## config.mk

```make
export PLATFORM = sky130hd
export DESIGN_NAME = decimal_entry_to_signed_flat
export DESIGN_NICKNAME = d
export VERILOG_FILES = /design/src/rtl/decimal_entry_to_signed_if.sv /design/src/rtl/decimal_entry_to_signed.sv /design/src/flat_wrapper.sv
export SDC_FILE = /design/constraint.sdc
export NUM_CORES = 1
export LEC_CHECK = 0
export ABC_AREA = 1
export BUFFER_PORTS_ARGS = -buffer_cell sky130_fd_sc_hd__buf_2
export CORE_MARGIN = 2
export CORE_UTILIZATION = 35
export DETAILED_ROUTE_END_ITERATION = 12
export PLACE_DENSITY = 0.5
export SYNTH_ARGS = -nofsm -noshare
export SYNTH_HDL_FRONTEND = slang
export SYNTH_SLANG_ARGS = --single-unit
```

## constraint.sdc

```tcl
create_clock -name clk -period 4.3 [get_ports clk]
set_input_delay 0.215 -clock clk [delete_from_list [all_inputs] [get_ports clk]]
set_output_delay 0.215 -clock clk [all_outputs]
set_load 0.1 [all_outputs]
```

## src/rtl/decimal_entry_to_signed_if.sv

```systemverilog
// Keypad-side bus for the decimal entry block: input strobes plus the
// committed value, status and echo digits.
interface decimal_entry_to_signed_if;
   logic       digit_valid;
   logic [3:0] digit;
   logic       neg_toggle;
   logic       enter;
   logic       clear;
   logic [7:0] val;
   logic       val_valid;
   logic       range_err;
   logic       ent_neg;
   logic [3:0] ent_hundreds;
   logic [3:0] ent_tens;
   logic [3:0] ent_ones;
   logic       busy;

   modport master (
      output digit_valid, digit, neg_toggle, enter, clear,
      input  val, val_valid, range_err, ent_neg,
             ent_hundreds, ent_tens, ent_ones, busy
   );

   modport slave (
      input  digit_valid, digit, neg_toggle, enter, clear,
      output val, val_valid, range_err, ent_neg,
             ent_hundreds, ent_tens, ent_ones, busy
   );
endinterface

```

## src/rtl/decimal_entry_to_signed.sv

```systemverilog
// Decimal entry front end: collects an optional sign and up to three BCD
// digits, then commits them as an 8-bit two's-complement value with a
// -128..127 range check. All outputs are registered.
module decimal_entry_to_signed (
   input  logic                        clk,
   input  logic                        rst,
   decimal_entry_to_signed_if.slave    bus
);

   typedef enum logic [1:0] {
      IDLE  = 2'd0,
      ENTRY = 2'd1,
      DONE  = 2'd2,
      ERROR = 2'd3
   } state_t;

   state_t     state;
   logic [1:0] count;
   logic [3:0] hund, tens, ones;
   logic       neg;
   logic [7:0] val_r;
   logic       val_valid_r;
   logic       range_err_r;
   logic       busy_r;

   logic [9:0] mag;
   logic       accept;
   logic [7:0] signed_val;
   logic       digit_ok;
   logic       open_entry;

   // Magnitude of the pending entry at full width (max 999), so the range
   // check sees values that would wrap in 8 bits.
   assign mag = 10'(hund) * 10'd100 + 10'(tens) * 10'd10 + 10'(ones);

   // Negative entries may reach 128 since -128 is representable.
   assign accept     = neg ? (mag <= 10'd128) : (mag <= 10'd127);
   assign signed_val = neg ? (~mag[7:0] + 8'd1) : mag[7:0];
   assign digit_ok   = (bus.digit <= 4'd9);
   assign open_entry = (state == IDLE) || (state == ENTRY);

   // Single-event-per-cycle FSM; clear > enter > neg_toggle > digit.
   always_ff @(posedge clk or posedge rst) begin
      if (rst) begin
         state       <= IDLE;
         count       <= 2'd0;
         hund        <= 4'd0;
         tens        <= 4'd0;
         ones        <= 4'd0;
         neg         <= 1'b0;
         val_r       <= 8'h00;
         val_valid_r <= 1'b0;
         range_err_r <= 1'b0;
         busy_r      <= 1'b0;
      end else begin
         val_valid_r <= 1'b0;
         if (bus.clear) begin
            hund        <= 4'd0;
            tens        <= 4'd0;
            ones        <= 4'd0;
            neg         <= 1'b0;
            count       <= 2'd0;
            range_err_r <= 1'b0;
            busy_r      <= 1'b0;
            state       <= IDLE;
         end else if (bus.enter) begin
            if (open_entry) begin
               busy_r <= 1'b0;
               if (accept) begin
                  val_r       <= signed_val;
                  val_valid_r <= 1'b1;
                  state       <= DONE;
               end else begin
                  range_err_r <= 1'b1;
                  state       <= ERROR;
               end
            end
         end else if (bus.neg_toggle) begin
            if (open_entry) begin
               neg    <= ~neg;
               busy_r <= 1'b1;
               state  <= ENTRY;
            end
         end else if (bus.digit_valid && digit_ok) begin
            if (!open_entry) begin
               // Typing after a commit starts a fresh positive entry.
               hund        <= 4'd0;
               tens        <= 4'd0;
               ones        <= bus.digit;
               count       <= 2'd1;
               neg         <= 1'b0;
               range_err_r <= 1'b0;
               busy_r      <= 1'b1;
               state       <= ENTRY;
            end else if (count != 2'd3) begin
               hund   <= tens;
               tens   <= ones;
               ones   <= bus.digit;
               count  <= count + 2'd1;
               busy_r <= 1'b1;
               state  <= ENTRY;
            end
         end
      end
   end

   assign bus.val          = val_r;
   assign bus.val_valid    = val_valid_r;
   assign bus.range_err    = range_err_r;
   assign bus.ent_neg      = neg;
   assign bus.ent_hundreds = hund;
   assign bus.ent_tens     = tens;
   assign bus.ent_ones     = ones;
   assign bus.busy         = busy_r;

endmodule

```

## src/flat_wrapper.sv

```systemverilog
// flat-port wrapper written by rule: the top's interface ports become plain ports
module decimal_entry_to_signed_flat 
  (clk, rst, bus_digit_valid, bus_digit, bus_neg_toggle, bus_enter, bus_clear, bus_val, bus_val_valid, bus_range_err, bus_ent_neg, bus_ent_hundreds, bus_ent_tens, bus_ent_ones, bus_busy);
  decimal_entry_to_signed_if bus_i ();
  input  logic clk;
  input  logic rst;
  input wire logic [$bits(bus_i.digit_valid)-1:0] bus_digit_valid;
  input wire logic [$bits(bus_i.digit)-1:0] bus_digit;
  input wire logic [$bits(bus_i.neg_toggle)-1:0] bus_neg_toggle;
  input wire logic [$bits(bus_i.enter)-1:0] bus_enter;
  input wire logic [$bits(bus_i.clear)-1:0] bus_clear;
  output wire logic [$bits(bus_i.val)-1:0] bus_val;
  output wire logic [$bits(bus_i.val_valid)-1:0] bus_val_valid;
  output wire logic [$bits(bus_i.range_err)-1:0] bus_range_err;
  output wire logic [$bits(bus_i.ent_neg)-1:0] bus_ent_neg;
  output wire logic [$bits(bus_i.ent_hundreds)-1:0] bus_ent_hundreds;
  output wire logic [$bits(bus_i.ent_tens)-1:0] bus_ent_tens;
  output wire logic [$bits(bus_i.ent_ones)-1:0] bus_ent_ones;
  output wire logic [$bits(bus_i.busy)-1:0] bus_busy;
  assign bus_i.digit_valid = bus_digit_valid;
  assign bus_i.digit = bus_digit;
  assign bus_i.neg_toggle = bus_neg_toggle;
  assign bus_i.enter = bus_enter;
  assign bus_i.clear = bus_clear;
  assign bus_val = bus_i.val;
  assign bus_val_valid = bus_i.val_valid;
  assign bus_range_err = bus_i.range_err;
  assign bus_ent_neg = bus_i.ent_neg;
  assign bus_ent_hundreds = bus_i.ent_hundreds;
  assign bus_ent_tens = bus_i.ent_tens;
  assign bus_ent_ones = bus_i.ent_ones;
  assign bus_busy = bus_i.busy;
  decimal_entry_to_signed u_core (.clk(clk), .rst(rst), .bus(bus_i));
endmodule
```

==> results of run 1 <==
[layout make-up]
class                           count  area, µm²
Multi-Input combinational cell    226       1438
Fill cell                         679       3796
Timing Repair Buffer               33      165.2
Tap cell                           77      96.34
Clock buffer                        4      45.04
Inverter                           55      206.4
Sequential cell                    27      675.6
[sequential cells by signal, summed over array words and instances, names as in the netlist, 2 cells and up]
signal and count:
u_core.bus.ent_tens 4, u_core.bus.ent_ones 4, u_core.count 2, u_core.bus.ent_hundreds 4, u_core.bus.val 8
[metrics by stage]
| step | power, mW | utilization, % | cell area (µm²) |
|---|---|---|---|
| 6_report | 0.5564 | 40.89 | 2626 |
| 5_1_grt | 0.5903 | 40.89 | 2626 |
| 4_1_cts | 0.5671 | 40.89 | 2626 |
| 3_5_place_dp | 0.4197 | 40.19 | 2581 |
| 3_3_place_gp | 0.4196 | 40.19 | 2581 |
| 2_1_floorplan | 0.3920 | - | 2355 |
[power by group]
group	leakage, nW	switching (mW)	internal [mW]
combinational	1.19	0.113	0.0270
clock	0.0228	0.0774	0.0664
sequential	0.372	0.00872	0.264
[cell families after synthesis]
kind of cell / after synthesis
and+or+nand+nor: 165
buffers and inverters: 60
adders and majority gates: 30
DFF: 27
AOI/OAI and AO/OA: 25
xor gates and xnor gates: 6
[routing by layer]
layer,share of wire [%],vias to the layer above
met3,1.6,2
met4,0.63,0
met2,47,20
met5,0,-
li1,-,1070
met1,51,873
[final timing paths]
path | cells after the start | slack [ns] | endpoint
max in group asynchronous | 2 | 3.49 | u_core.bus.val_valid$_DFF_PP0_
hold reg to reg | 2 | 0.48 | u_core.bus.val[6]$_DFFE_PP0P_
hold / removal | 2 | 0.17 | u_core.bus.ent_tens[2]$_DFFE_PP0P_
setup reg to reg | 16 | 0.97 | u_core.bus.val[3]$_DFFE_PP0P_
setup / recovery | 16 | 0.97 | u_core.bus.val[3]$_DFFE_PP0P_
min in group clk | 3 | 0.19 | u_core.bus.ent_ones[1]$_DFFE_PP0P_
[cells in the final DEF, fill, tap and decap left out, drive strengths merged]
master	netlist	routed
nand2	91	91
nand4	10	10
a31oi	1	1
nand3	34	34
o22ai	8	8
nand3b	1	1
nor3	1	1
or2	2	2
buf	4	33
a21oi	6	6
dfrtp	27	27
o211ai	1	1
o21ai	9	9
clkinv	1	1
fa	5	5
xor2	6	6
ha	25	25
inv	54	54
clkbuf	1	4
nor2	26	26
==> flow_metrics.tcl, run 1 <==
set metrics [dict create \
    end_kind "flip-flop" \
    placedCellCount 418 \
    root_buffer "clkbuf_8" \
    synth_edf_count 0 \
    hold_viol_final 0 \
    relSlewSlack_pct 30.96 \
    whs_ns 0.1748 \
    preCtsSetupSlack_ns 0.9611 \
    critPathRequiredTime_ns 4.46 \
    synth_top_area_share_pct 28.69 \
    grt_max_degree 28 \
    synth_simple_gate_area_share_pct 35.39 \
    rows 29 \
    maxSlewViolCount 0 \
    gr-usage-met3_pct 1.444 \
    use_met1_pct 18.99 \
    crit_buf_inv 0 \
    fin_worst_skew_ns 0.008407 \
    synth_flop_cell "dfrtp_1" \
    crit_start "u_core.bus.ent_tens[1]$_DFFE_PP0P_" \
    cp_data_arrival_time_ns 3.49 \
    post-route-min-period_ns 3.327 \
    p_leak_nw 1.587 \
    vdd_ir_drop_max_mv 0.1264 \
    die_w_um 86.03 \
    status "finished clean" \
    antenna_cells 0 \
    grt_pass1_wl_mm 8.680 \
    wl_per_cell_um 11.57 \
    met2_usage_pct 24.88 \
    gp_congestion 0.7394 \
    clock_tree.buffer_depth 2 \
    yosysUniqueCellTypes 32 \
    cts.hold.buffers_added 0 \
    grt_antenna_before_repair 0 \
    synth_area_leaders "dfrtp_1, nand2_1, ha_1" \
    worst_pin_slew_ns 1.035 \
    dpl.hpwl_mm 4.081 \
    synth_largest_area_cell "dfrtp_1" \
    top_usage_layer "met2" \
    grt_usage_pct 14.35 \
    die_area_um2 7400 \
    cpPeakStageDelay_ns 0.43 \
    grt_pass1_vias 1941 \
    path_clk_slew_ns 0.09 \
    nets 386 \
    start_util_pct 36.66 \
    crit_family "adder cells" \
    ant_nets 0 \
    reg2reg_from "u_core.bus.ent_tens[1]$_DFFE_PP0P_" \
    layout_setup_ws_ns 0.9734 \
    vias 1965 \
    async_flop_share_pct 100.0 \
    yosys_warnings 0 \
    max_freq_mhz 300.6 \
    crit_path_start_kind "flip-flop" \
    synth_top_family_by_area "simple AND/OR/NAND/NOR gates" \
    worstPathMaxFanout 9 \
    synth_compound_area_share_pct 5.898 \
    viasPerCell 4.656 \
    clock-sinks 27 \
    syn_area_per_cell_um2 7.523 \
    critical_path.most_common_cell "nand2_1" \
    power.density_nw_per_um2 211.9 \
    setup_viol 0 \
    io_buffers 33 \
    synth_area_um2 2355 \
    htree_levels 1 \
    die_h_um 86.03 \
    ys_seq_area_share_pct 28.69 \
    core-area_um2 6422 \
    critical-path-slowest-cell "dfrtp_1" \
    worst_skew_pair.late_latency_ns 0.27 \
    crit_chain "ha_1 -> ha_1 -> fa_1 -> xor2_1 -> ha_1 -> ha_1 -> nand2_1 -> nor2_1 -> nand2_1 -> nand3_1 -> nand2_1 -> nand2_1 -> nor2_8 -> nand4_4 -> nand2_1 -> nand2_1" \
    overflow 0 \
    cts_resized 0 \
    cts_post_setup_buffers_inserted 0 \
    maxCapViolCount 0 \
    min_period_over_period_pct 77.36 \
    drtIter0Drc 74 \
    finalSetupTns_ns 0 \
    synth-seq-cells 27 \
    netlist_instances 313 \
    yosysMostFrequentCell "nand2_1" \
    area_growth_pct 11.53 \
    drive_above_1_share_pct 16.52 \
    synth_xor_area_share_pct 2.232 \
    synthTopCellsByCount "nand2_1, inv_1, nand3_1" \
    mappedNetlistNets 353 \
    ios 34 \
    min-delay-path-class "input pin to async pin" \
    final_cell_count_no_fill 422 \
    dr.pass1.iters 4 \
    yosys-mux-area-fraction_pct 0 \
    routed_wl_mm 4.882 \
    drc 0 \
    path_class "flip-flop to flip-flop" \
    tritoncts "yes" \
    rsz0062_at_grt "no" \
    synth_fa_ha_area_share_pct 17.53 \
    numCtsBuffers 3 \
]
Note: power is estimated with default switching activity, not from simulation.
==> inputs of run 2 (changes only) <==
clock period = 3.3 ns   (was 4.3 ns; I/O delays follow)
==> run 2 against run 1 <==
Against the previous run:
- worst setup slack worse by 0.87 ns
- register-to-register slack lost 0.87 ns
- utilization increased by 3.3 points
- clock-buffer cell count unchanged
- total power increased by 32%
- design area up 8.1%
- worst hold slack got worse by 0.046 ns
- final cell count rose by 1.2%
- critical path depth stayed put
- clock skew decreased by 0.0015 ns
- largest cell class unchanged
- highest routed layer unchanged
==> flow_metrics.tcl, run 2 (same netlist as run 1, synthesis figures left out) <==
set metrics [dict create \
    dr.pass1.iters 4 \
    numCtsBuffers 3 \
    preCtsSetupSlack_ns -0.004887 \
    grt_antenna_before_repair 0 \
    start_util_pct 36.66 \
    largest_reg_flops 8 \
    worstPathMaxFanout 5 \
    setup_viol 0 \
    cpPeakStageDelay_ns 0.51 \
    reg2reg_from "u_core.bus.ent_tens[1]$_DFFE_PP0P_" \
    vias 2079 \
    grt_pass1_wl_mm 9.280 \
    layout_common_cells "nand2_1, inv_1, buf_2" \
    ios 34 \
    drtIter0Drc 68 \
    rows 29 \
    power.density_nw_per_um2 258.9 \
    crit_buf_inv 0 \
    final_cell_count_no_fill 427 \
    fin_util_pct 44.22 \
    die_w_um 86.03 \
    worst_pin_slew_ns 1.030 \
    dpl.hpwl_mm 4.263 \
    htree_levels 1 \
    wl_per_cell_um 12.24 \
    die_area_um2 7400 \
    area_growth_pct 20.62 \
    critical-path-slowest-cell "dfrtp_4" \
    routed_wl_mm 5.228 \
    crit_chain "ha_4 -> ha_2 -> fa_2 -> xor2_1 -> ha_1 -> ha_4 -> nand2_1 -> nand2_2 -> a21oi_4 -> nand2_2 -> nand2_4 -> nand2_4 -> nor2_8 -> nand4_4 -> nand2_1 -> nand2_1" \
    drive_above_1_share_pct 26.00 \
    relSlewSlack_pct 31.24 \
    path_clk_slew_ns 0.10 \
    io_buffers 33 \
    finalSetupTns_ns 0 \
    die_h_um 86.03 \
    gp_congestion 0.8054 \
    post-route-min-period_ns 3.199 \
    fin_worst_skew_ns 0.006897 \
    grt_max_degree 28 \
    end_kind "flip-flop" \
    maxCapViolCount 0 \
    status "finished clean" \
    path_class "flip-flop to flip-flop" \
    maxSlewViolCount 0 \
    placedCellCount 420 \
    layout_setup_ws_ns 0.1013 \
    max_freq_mhz 312.6 \
    nets 391 \
    worst_skew_pair.late_latency_ns 0.27 \
    root_buffer "clkbuf_8" \
    clock_tree.buffer_depth 2 \
    crit_start "u_core.bus.ent_tens[1]$_DFFE_PP0P_" \
    core-area_um2 6422 \
    grt_usage_pct 15.34 \
    drc 0 \
    vdd_ir_drop_max_mv 0.1875 \
    crit_family "adder cells" \
    min-delay-path-class "input pin to async pin" \
    whs_ns 0.1286 \
    ant_nets 0 \
    overflow 0 \
    critical_path.most_common_cell "nand2_1" \
    hold_viol_final 0 \
    tritoncts "yes" \
    antenna_cells 0 \
    viasPerCell 4.869 \
    critPathRequiredTime_ns 3.47 \
    grt_pass1_vias 2098 \
    min_period_over_period_pct 96.93 \
    cp_data_arrival_time_ns 3.37 \
    clock-sinks 27 \
    p_leak_nw 1.572 \
    layout_commonest_cell "nand2_1" \
    crit_path_start_kind "flip-flop" \
]
-- run 2: cell count changes in the layout (fill, tap and decap cells not counted), sizes merged --
| cell | delta |
|---|---|
| nand4 | +1 |
| buf | +4 |
-- run 2: what timing repair did --
item	CTS	global route
setup buffers	0	2
gates resized for setup	1	21
hold buffers	0	0
hold endpoints to repair	0	0
setup endpoints to repair	8	10
gates cloned	0	1
pin swaps	0	13
-- run 2: metal layers --
| layer | global-route usage [%] | part of all wire, % |
|---|---|---|
| met3 | 1.732 | 2.0 |
| met1 | 20.80 | 49 |
| met5 | 0 | 0 |
| met2 | 26.64 | 48 |
| met4 | 2.597 | 0.55 |
-- run 2: metrics by stage --
stage,area (µm²),total power [mW]
final,2840,0.7352
after global routing,2840,0.7714
after CTS,2699,0.7368
after detailed placement,2650,0.5480
after global placement,2650,0.5472
after floorplan,2409,0.5111
-- run 2: power breakdown --
group	switching [mW]	internal (mW)	leakage, nW
logic	0.151	0.0370	1.19
clock network	0.105	0.0865	0.0228
registers	0.0124	0.344	0.357
total	0.268	0.467	1.57
-- run 2: area by class of cell --
cell class / instances / area (µm²)
inverters: 55 / 206.4
fillers: 679 / 3582
multi-input cells: 227 / 1602
repair buffers: 37 / 195.2
flip-flops and latches: 27 / 695.7
well taps: 77 / 96.34
clock buffers: 4 / 45.04
-- run 2: final timing paths --
kind | end | slack, ns | cells after the start
worst max-delay path | u_core.bus.val[5]$_DFFE_PP0P_ | 0.10 | 16
min in group clk | u_core.bus.ent_ones[0]$_DFFE_PP0P_ | 0.15 | 3
max in group asynchronous | u_core.bus.ent_tens[1]$_DFFE_PP0P_ | 2.43 | 2
worst max register to register | u_core.bus.val[5]$_DFFE_PP0P_ | 0.10 | 16
worst min register to register | u_core.bus.val[2]$_DFFE_PP0P_ | 0.48 | 2
worst min-delay path | u_core.bus.ent_tens[2]$_DFFE_PP0P_ | 0.13 | 2
-- run 2: worst register-to-register path: cells and delay by family (launching register included) --
family                   cells  cell delay (ns)
flip-flops                   1             0.51
adder cells (fa/ha/maj)      5             1.33
AO/OA/AOI/OAI                1             0.20
AND/OR/NAND/NOR              9             0.90
XOR/XNOR                     1             0.17
